### src/rtl/alu_pkg.sv
// Shared opcode/state definitions and flag helper for the multi-cycle ALU.
package alu_pkg;

  typedef enum logic [3:0] {
    OP_AND   = 4'b0000,
    OP_OR    = 4'b0001,
    OP_ADD   = 4'b0010,
    OP_SUB   = 4'b0110,
    OP_PASSB = 4'b0111,
    OP_MUL   = 4'b1000,
    OP_UDIV  = 4'b1010,
    OP_SDIV  = 4'b1011
  } alu_op_t;

  typedef enum logic [1:0] {
    ST_IDLE = 2'd0,
    ST_MUL  = 2'd1,
    ST_DIV  = 2'd2,
    ST_DONE = 2'd3
  } alu_state_t;

  // SUB is a + ~b + 1, so the effective sign of operand B is inverted.
  function automatic logic addsub_overflow(input logic a_msb, input logic b_msb,
                                           input logic r_msb, input logic sub);
    return (a_msb == (b_msb ^ sub)) && (r_msb != a_msb);
  endfunction

endpackage

### src/rtl/alu_divider.sv
// Iterative restoring unsigned divider, one quotient bit per cycle, N iterations.
module alu_divider #(
  parameter int N = 64
) (
  input  logic         clk,
  input  logic         reset_n,
  input  logic         start,
  input  logic [N-1:0] dividend,
  input  logic [N-1:0] divisor,
  output logic         done,
  output logic [N-1:0] quotient
);

  localparam int CW = $clog2(N) + 1;

  logic [N-1:0]  rem_q, rem_d;
  logic [N-1:0]  quo_q, quo_d;
  logic [N-1:0]  dsr_q, dsr_d;
  logic [CW-1:0] cnt_q, cnt_d;
  logic          run_q, run_d;
  logic          dz_q, dz_d;
  logic [N:0]    shifted;
  logic [N:0]    trial;
  logic [N-1:0]  quo_step;
  logic [N-1:0]  rem_step;

  always_comb begin
    shifted  = {rem_q, quo_q[N-1]};
    trial    = shifted - {1'b0, dsr_q};
    quo_step = {quo_q[N-2:0], ~trial[N]};
    rem_step = trial[N] ? shifted[N-1:0] : trial[N-1:0];

    rem_d = rem_q;
    quo_d = quo_q;
    dsr_d = dsr_q;
    cnt_d = cnt_q;
    run_d = run_q;
    dz_d  = dz_q;
    if (start) begin
      rem_d = '0;
      quo_d = dividend;
      dsr_d = divisor;
      cnt_d = CW'(N);
      run_d = 1'b1;
      dz_d  = (divisor == '0);
    end else if (run_q) begin
      rem_d = rem_step;
      quo_d = quo_step;
      cnt_d = cnt_q - CW'(1);
      if (cnt_q == CW'(1)) run_d = 1'b0;
    end
  end

  // Done is raised during the final iteration so the parent can register the value in the same edge.
  assign done     = run_q && (cnt_q == CW'(1));
  assign quotient = dz_q ? '0 : quo_step;

  always_ff @(posedge clk or negedge reset_n) begin
    if (!reset_n) begin
      rem_q <= '0;
      quo_q <= '0;
      dsr_q <= '0;
      cnt_q <= '0;
      run_q <= 1'b0;
      dz_q  <= 1'b0;
    end else begin
      rem_q <= rem_d;
      quo_q <= quo_d;
      dsr_q <= dsr_d;
      cnt_q <= cnt_d;
      run_q <= run_d;
      dz_q  <= dz_d;
    end
  end

endmodule

### src/rtl/alu_seq.sv
// Multi-cycle ALU with start/busy/done handshake, shift-add multiply and restoring divide.
// Define ALU_SDIV_EN to enable signed divide on opcode 1011.
module alu_seq
  import alu_pkg::*;
#(
  parameter int N = 64
) (
  input  logic         clk,
  input  logic         reset_n,
  input  logic         start,
  input  logic [N-1:0] a,
  input  logic [N-1:0] b,
  input  logic [3:0]   ALUControl,
  output logic         busy,
  output logic         done,
  output logic [N-1:0] result,
  output logic         zero,
  output logic         negative,
  output logic         carry,
  output logic         overflow
);

  localparam int CW = $clog2(N) + 1;

  alu_state_t    state_q, state_d;
  logic          busy_q, busy_d;
  logic          done_q, done_d;
  logic [N-1:0]  result_q, result_d;
  logic          zero_q, zero_d;
  logic          neg_q, neg_d;
  logic          carry_q, carry_d;
  logic          ovf_q, ovf_d;
  logic [N-1:0]  acc_q, acc_d;
  logic [N-1:0]  mcand_q, mcand_d;
  logic [N-1:0]  mplier_q, mplier_d;
  logic [CW-1:0] cnt_q, cnt_d;

  logic [N:0]    sum;
  logic [N-1:0]  acc_step;
  logic          is_div;
  logic          div_start;
  logic          div_done;
  logic [N-1:0]  div_a, div_b, div_q;
  logic          wr_en;
  logic [N-1:0]  wr_val;
  logic          wr_c, wr_v;
`ifdef ALU_SDIV_EN
  logic          sneg_q, sneg_d;
`endif

  always_comb begin
    if (ALUControl == OP_SUB)
      sum = {1'b0, a} + {1'b0, ~b} + {{N{1'b0}}, 1'b1};
    else
      sum = {1'b0, a} + {1'b0, b};
    acc_step = acc_q + (mplier_q[0] ? mcand_q : '0);
  end

  // Signed divide runs the unsigned core on magnitudes and negates afterwards.
  always_comb begin
    div_a  = a;
    div_b  = b;
    is_div = (ALUControl == OP_UDIV);
`ifdef ALU_SDIV_EN
    if (ALUControl == OP_SDIV) begin
      is_div = 1'b1;
      div_a  = a[N-1] ? (~a + 1'b1) : a;
      div_b  = b[N-1] ? (~b + 1'b1) : b;
    end
`endif
  end

  assign div_start = (state_q == ST_IDLE) && start && is_div;

  alu_divider #(.N(N)) u_div (
    .clk      (clk),
    .reset_n  (reset_n),
    .start    (div_start),
    .dividend (div_a),
    .divisor  (div_b),
    .done     (div_done),
    .quotient (div_q)
  );

  always_comb begin
    state_d  = state_q;
    busy_d   = busy_q;
    done_d   = 1'b0;
    result_d = result_q;
    zero_d   = zero_q;
    neg_d    = neg_q;
    carry_d  = carry_q;
    ovf_d    = ovf_q;
    acc_d    = acc_q;
    mcand_d  = mcand_q;
    mplier_d = mplier_q;
    cnt_d    = cnt_q;
    wr_en    = 1'b0;
    wr_val   = '0;
    wr_c     = 1'b0;
    wr_v     = 1'b0;
`ifdef ALU_SDIV_EN
    sneg_d   = sneg_q;
`endif

    case (state_q)
      ST_IDLE: begin
        if (start) begin
          case (ALUControl)
            OP_AND: begin
              wr_en  = 1'b1;
              wr_val = a & b;
            end
            OP_OR: begin
              wr_en  = 1'b1;
              wr_val = a | b;
            end
            OP_ADD: begin
              wr_en  = 1'b1;
              wr_val = sum[N-1:0];
              wr_c   = sum[N];
              wr_v   = addsub_overflow(a[N-1], b[N-1], sum[N-1], 1'b0);
            end
            OP_SUB: begin
              wr_en  = 1'b1;
              wr_val = sum[N-1:0];
              wr_c   = sum[N];
              wr_v   = addsub_overflow(a[N-1], b[N-1], sum[N-1], 1'b1);
            end
            OP_PASSB: begin
              wr_en  = 1'b1;
              wr_val = b;
            end
            OP_MUL: begin
              acc_d    = '0;
              mcand_d  = a;
              mplier_d = b;
              cnt_d    = CW'(N);
              busy_d   = 1'b1;
              state_d  = ST_MUL;
            end
            OP_UDIV: begin
              busy_d  = 1'b1;
              state_d = ST_DIV;
`ifdef ALU_SDIV_EN
              sneg_d  = 1'b0;
`endif
            end
`ifdef ALU_SDIV_EN
            OP_SDIV: begin
              busy_d  = 1'b1;
              state_d = ST_DIV;
              sneg_d  = a[N-1] ^ b[N-1];
            end
`endif
            default: begin
              wr_en  = 1'b1;
              wr_val = '0;
            end
          endcase
        end
      end
      ST_MUL: begin
        acc_d    = acc_step;
        mcand_d  = mcand_q << 1;
        mplier_d = mplier_q >> 1;
        cnt_d    = cnt_q - CW'(1);
        if (cnt_q == CW'(1)) begin
          wr_en  = 1'b1;
          wr_val = acc_step;
        end
      end
      ST_DIV: begin
        if (div_done) begin
          wr_en  = 1'b1;
`ifdef ALU_SDIV_EN
          wr_val = sneg_q ? (~div_q + 1'b1) : div_q;
`else
          wr_val = div_q;
`endif
        end
      end
      ST_DONE: state_d = ST_IDLE;
      default: state_d = ST_IDLE;
    endcase

    if (wr_en) begin
      result_d = wr_val;
      zero_d   = (wr_val == '0);
      neg_d    = wr_val[N-1];
      carry_d  = wr_c;
      ovf_d    = wr_v;
      done_d   = 1'b1;
      busy_d   = 1'b0;
      state_d  = ST_DONE;
    end
  end

  always_ff @(posedge clk or negedge reset_n) begin
    if (!reset_n) begin
      state_q  <= ST_IDLE;
      busy_q   <= 1'b0;
      done_q   <= 1'b0;
      result_q <= '0;
      zero_q   <= 1'b1;
      neg_q    <= 1'b0;
      carry_q  <= 1'b0;
      ovf_q    <= 1'b0;
      acc_q    <= '0;
      mcand_q  <= '0;
      mplier_q <= '0;
      cnt_q    <= '0;
`ifdef ALU_SDIV_EN
      sneg_q   <= 1'b0;
`endif
    end else begin
      state_q  <= state_d;
      busy_q   <= busy_d;
      done_q   <= done_d;
      result_q <= result_d;
      zero_q   <= zero_d;
      neg_q    <= neg_d;
      carry_q  <= carry_d;
      ovf_q    <= ovf_d;
      acc_q    <= acc_d;
      mcand_q  <= mcand_d;
      mplier_q <= mplier_d;
      cnt_q    <= cnt_d;
`ifdef ALU_SDIV_EN
      sneg_q   <= sneg_d;
`endif
    end
  end

  assign busy     = busy_q;
  assign done     = done_q;
  assign result   = result_q;
  assign zero     = zero_q;
  assign negative = neg_q;
  assign carry    = carry_q;
  assign overflow = ovf_q;

endmodule

### config.mk
export PLATFORM = sky130hd
export DESIGN_NAME = alu_seq
export DESIGN_NICKNAME = d
export VERILOG_FILES = /design/src/rtl/alu_pkg.sv /design/src/rtl/alu_divider.sv /design/src/rtl/alu_seq.sv
export SDC_FILE = /design/constraint.sdc
export NUM_CORES = 2
export LEC_CHECK = 0
export ABC_AREA = 1
export ABC_CLOCK_PERIOD_IN_PS = 10000
export CAP_MARGIN = 10
export CORE_MARGIN = 4
export CORE_UTILIZATION = 44
export DETAILED_ROUTE_END_ITERATION = 10
export GPL_TIMING_DRIVEN = 0
export MAX_ROUTING_LAYER = met4
export SLEW_MARGIN = 0
export SYNTH_ARGS = -nofsm -noshare
export SYNTH_HDL_FRONTEND = slang
export SYNTH_SLANG_ARGS = --single-unit
### constraint.sdc
create_clock -name clk -period 10 [get_ports clk]
set_input_delay 1 -clock clk [delete_from_list [all_inputs] [get_ports clk]]
set_output_delay 1 -clock clk [all_outputs]
set_load 0.01 [all_outputs]
==> reports/qor.yml <==
run_status:
  run_status: "finished, final reports clean"
synthesis:
  yosysTopAreaCell: "dfrtp_1"
  yosys-top-cells-count: "nand2_1 (2297), inv_1 (1191), nor2_1 (615)"
  yosysWarningCount: 0
  synth.cell_area_um2: 43670
  synth_edf_count: 0
  synth.avg_cell_area_um2: 6.213
  synth_ff_type: "dfrtp_1"
  synth_cells: 7029
  synthArstFlopShare: 1.000
  ys_types: 47
  ys_seq_area_frac: 0.2699
  synthTopCellsByArea: "dfrtp_1 (27%), nand2_1 (20%), inv_1 (10%)"
  ys_seq_elements: 471
  syn-num-nets: 7507
  synth_top_area_share: 0.2693
  synth.most_common_cell: "nand2_1"
critical_path:
  crit_arrival_ps: 6330
  critPathLaunch: "b[23]"
  crit_end: "zero$_DFFE_PN1P_"
  crit_family: "simple AND/OR/NAND/NOR gates"
  r2r_start: "mplier_q[0]$_DFFE_PN0P_"
  path_cells: "clkdlybuf4s50_1, inv_1, ha_1, inv_1, a21oi_1, o21ai_0, a21oi_1, nand3_2, nand2_1, nand3_1, nand3_1, nand2_1, a21oi_1, nand2_1, nor2_1, nand2_1, nor2_1, nand2_1, nor2_1, nand3_1, nand2_1"
  crit_path_frequent_cell: "nand2_1"
  ff2ff_setup_slack_ps: 4370
  crit_slowest_cell: "clkdlybuf4s50_1"
  crit_cells: 21
  cp_max_fo: 7
  required_ps: 10630
  max_stage_delay_ps: 810
  reg2reg_to: "zero$_DFFE_PN1P_"
  endpoint_kind: "flip-flop"
  crit_buf_inv: 3
  start_kind: "primary input"
  r2r_cells: 26
  crit_type: "primary input to flip-flop"
cts:
  cts-root-buf: "clkbuf_16"
  cts_tree: "yes"
  clock_path_buffers: 3
  clk_latency_ps: 710
  cts_post_setup_buffers_inserted: 0
  cts.reportedPaths.clkPinSlew_ps: 70
  cts.htree.levels: 2
  cts_inserted_buffers: 55
  numClockSinks: 471
  cts.repair.resized: 0
  cts_hold_buf: 0
routing:
  wl_met1_um: 85720
  highest_layer: "met4"
  firstDrtPassIters: 8
  drt_iter0_markers: 5875
  ant_nets: 0
  wl_um: 225500
  route.met3.wl_um: 22460
  vias_per_cell: 5.780
  wl_per_cell_um: 26.11
  vias: 49910
  drcViolationCount: 0
  wl_met2_um: 99640
grt:
  antenna_found_initial: 6
  grtUsageTotal: 0.4332
  overflow: 0
  grt_pass1_wl_um: 317000
  grt_max_degree: 110
  first_global_vias: 48260
timing:
  fin_crit_ps: 5703
  drv_slew: 0
  fin_crit_sh: 0.5703
  setup_slack_ps: 4297
  worst-slew-pin-transition_ps: 1414
  finalSetupViolCount: 0
  hold_viol: 0
  clock_skew_ps: 32.55
  whs_ps: 302.3
  fmaxAchievable_ghz: 0.1754
  max-slew-margin-rel: 0.05716
  rsz0062_at_grt: "no"
  tns_ps: 0
cells_and_area:
  drive_gt1_frac: 0.02778
  fin_util: 0.5030
  multi_input_area_um2: 26500
  layout.cells.non_filler: 8635
  final_area_um2: 49510
  syn2layout_area_growth_pct: 13.37
  fill_cells: 10350
  nNetsFinal: 7776
  regArea_um2: 11790
place:
  port_buffers: 204
  preCtsSetupSlack_ps: 4056
  placed_cell_area_um2: 47520
  dp.cells: 8528
  dp_hpwl_um: 189200
  gp_congestion: 1.097
floorplanning:
  rows: 115
  die_x_um: 323.0
  start_util: 0.4437
  die_h_um: 323.0
  dieArea_um2: 104400
  pin_count: 205
  core_um2: 98420
pwr:
  powerDensity_nw_per_um2: 269.9
  ir_drop_uv: 329.1
  total_power_mw: 13.36
  cellLeakagePower_nw: 26.19
job:
  maxCapViolations: 0
worst_hold_path:
  hold_class: "primary input to async pin"
## cells in the final DEF (no fill, tap or decap), types with 50 or more instances in the layout
cell and count:
a21oi_1 431, buf_2 55, clkbuf_1 127, clkbuf_16 55
clkdlybuf4s50_1 203, dfrtp_1 470, ha_1 339, inv_1 1191
nand2_1 2297, nand3_1 373, nand4_1 50, nor2_1 614
o211ai_1 99, o21ai_0 358, o221ai_1 83, o22ai_1 71
## final cells by class
class                           count  area share
Multi-Input combinational cell   5147      0.5352
Sequential cell                   471      0.2381
Inverter                         1197     0.09075
Timing Repair Buffer              212     0.04504
Tap cell                         1287     0.03253
Clock buffer                       72     0.03071
Buffer                            214     0.01822
Clock inverter                     30    0.009224
Antenna cell                        5   0.0002527
## worst register-to-register path, cell delays in order, from the launching register on
cell and delay (ps):
dfrtp_1 560, clkbuf_1 640, clkbuf_1 720, nand2_1 100, inv_1 90, ha_1 240
fa_1 260, nand2_1 60, nand2_1 70, o21ai_2 80, o21ai_1 290, nand2_1 100
nand2_1 180, a21oi_1 120, inv_1 260, nand2_1 120, nand3_1 160, nand2_1 70
a21oi_1 340, nand2_1 100, nor2_1 110, nand2_1 280, nor2_1 180, nand2_1 60
nor2_1 190, nand3_1 110, nand2_1 70
## sequential cells by signal (all words and copies together), names as in the netlist
register	count
acc_q	64
mcand_q	64
mplier_q	64
result	64
u_div.dsr_q	64
u_div.quo_q	64
u_div.rem_q	64
cnt_q	7
u_div.cnt_q	7
state_q	2
busy	1
carry	1
done	1
overflow	1
u_div.dz_q	1
u_div.run_q	1
zero	1
## routing by layer
metal,vias to the layer above,global-route usage
li1,23100,-
met1,23400,0.5127
met2,2751,0.6699
met3,657,0.09598
met4,0,0.2737
met5,-,-
## cell families (layout without fill, tap and decap cells)
group / after synthesis / in the layout / share of synthesized area
buffers and inverters: 1411 / 1725 / 0.1235
other: 0 / 5 / 0
AND/OR/NAND/NOR: 3463 / 3463 / 0.3184
flip-flops: 471 / 471 / 0.2699
AO/OA/AOI/OAI: 1276 / 1276 / 0.1762
XOR/XNOR: 65 / 65 / 0.01304
adder cells (fa/ha/maj): 343 / 343 / 0.09896
## worst min-delay path by stage
stage                                              to  slack (ps)  depth (start not counted)
final                     u_div.dsr_q[10]$_DFFE_PN0P_         300                          1
after global routing      u_div.dsr_q[15]$_DFFE_PN0P_         350                          1
after CTS                  u_div.rem_q[4]$_DFFE_PN0P_         320                          1
after detailed placement         cnt_q[5]$_DFFE_PN0P_         460                          1
after global placement           cnt_q[5]$_DFFE_PN0P_         460                          1
after floorplan                  cnt_q[5]$_DFFE_PN0P_         440                          1
## where the power goes
group | total (mW) | internal (mW) | switching [mW] | leakage (nW)
clock | 2.28 | 1.31 | 0.973 | 0.953
sequential | 3.30 | 2.75 | 0.552 | 5.96
combinational | 7.78 | 2.48 | 5.30 | 19.3
total | 13.4 | 6.54 | 6.82 | 26.2
(Power assumes the default switching activity.)
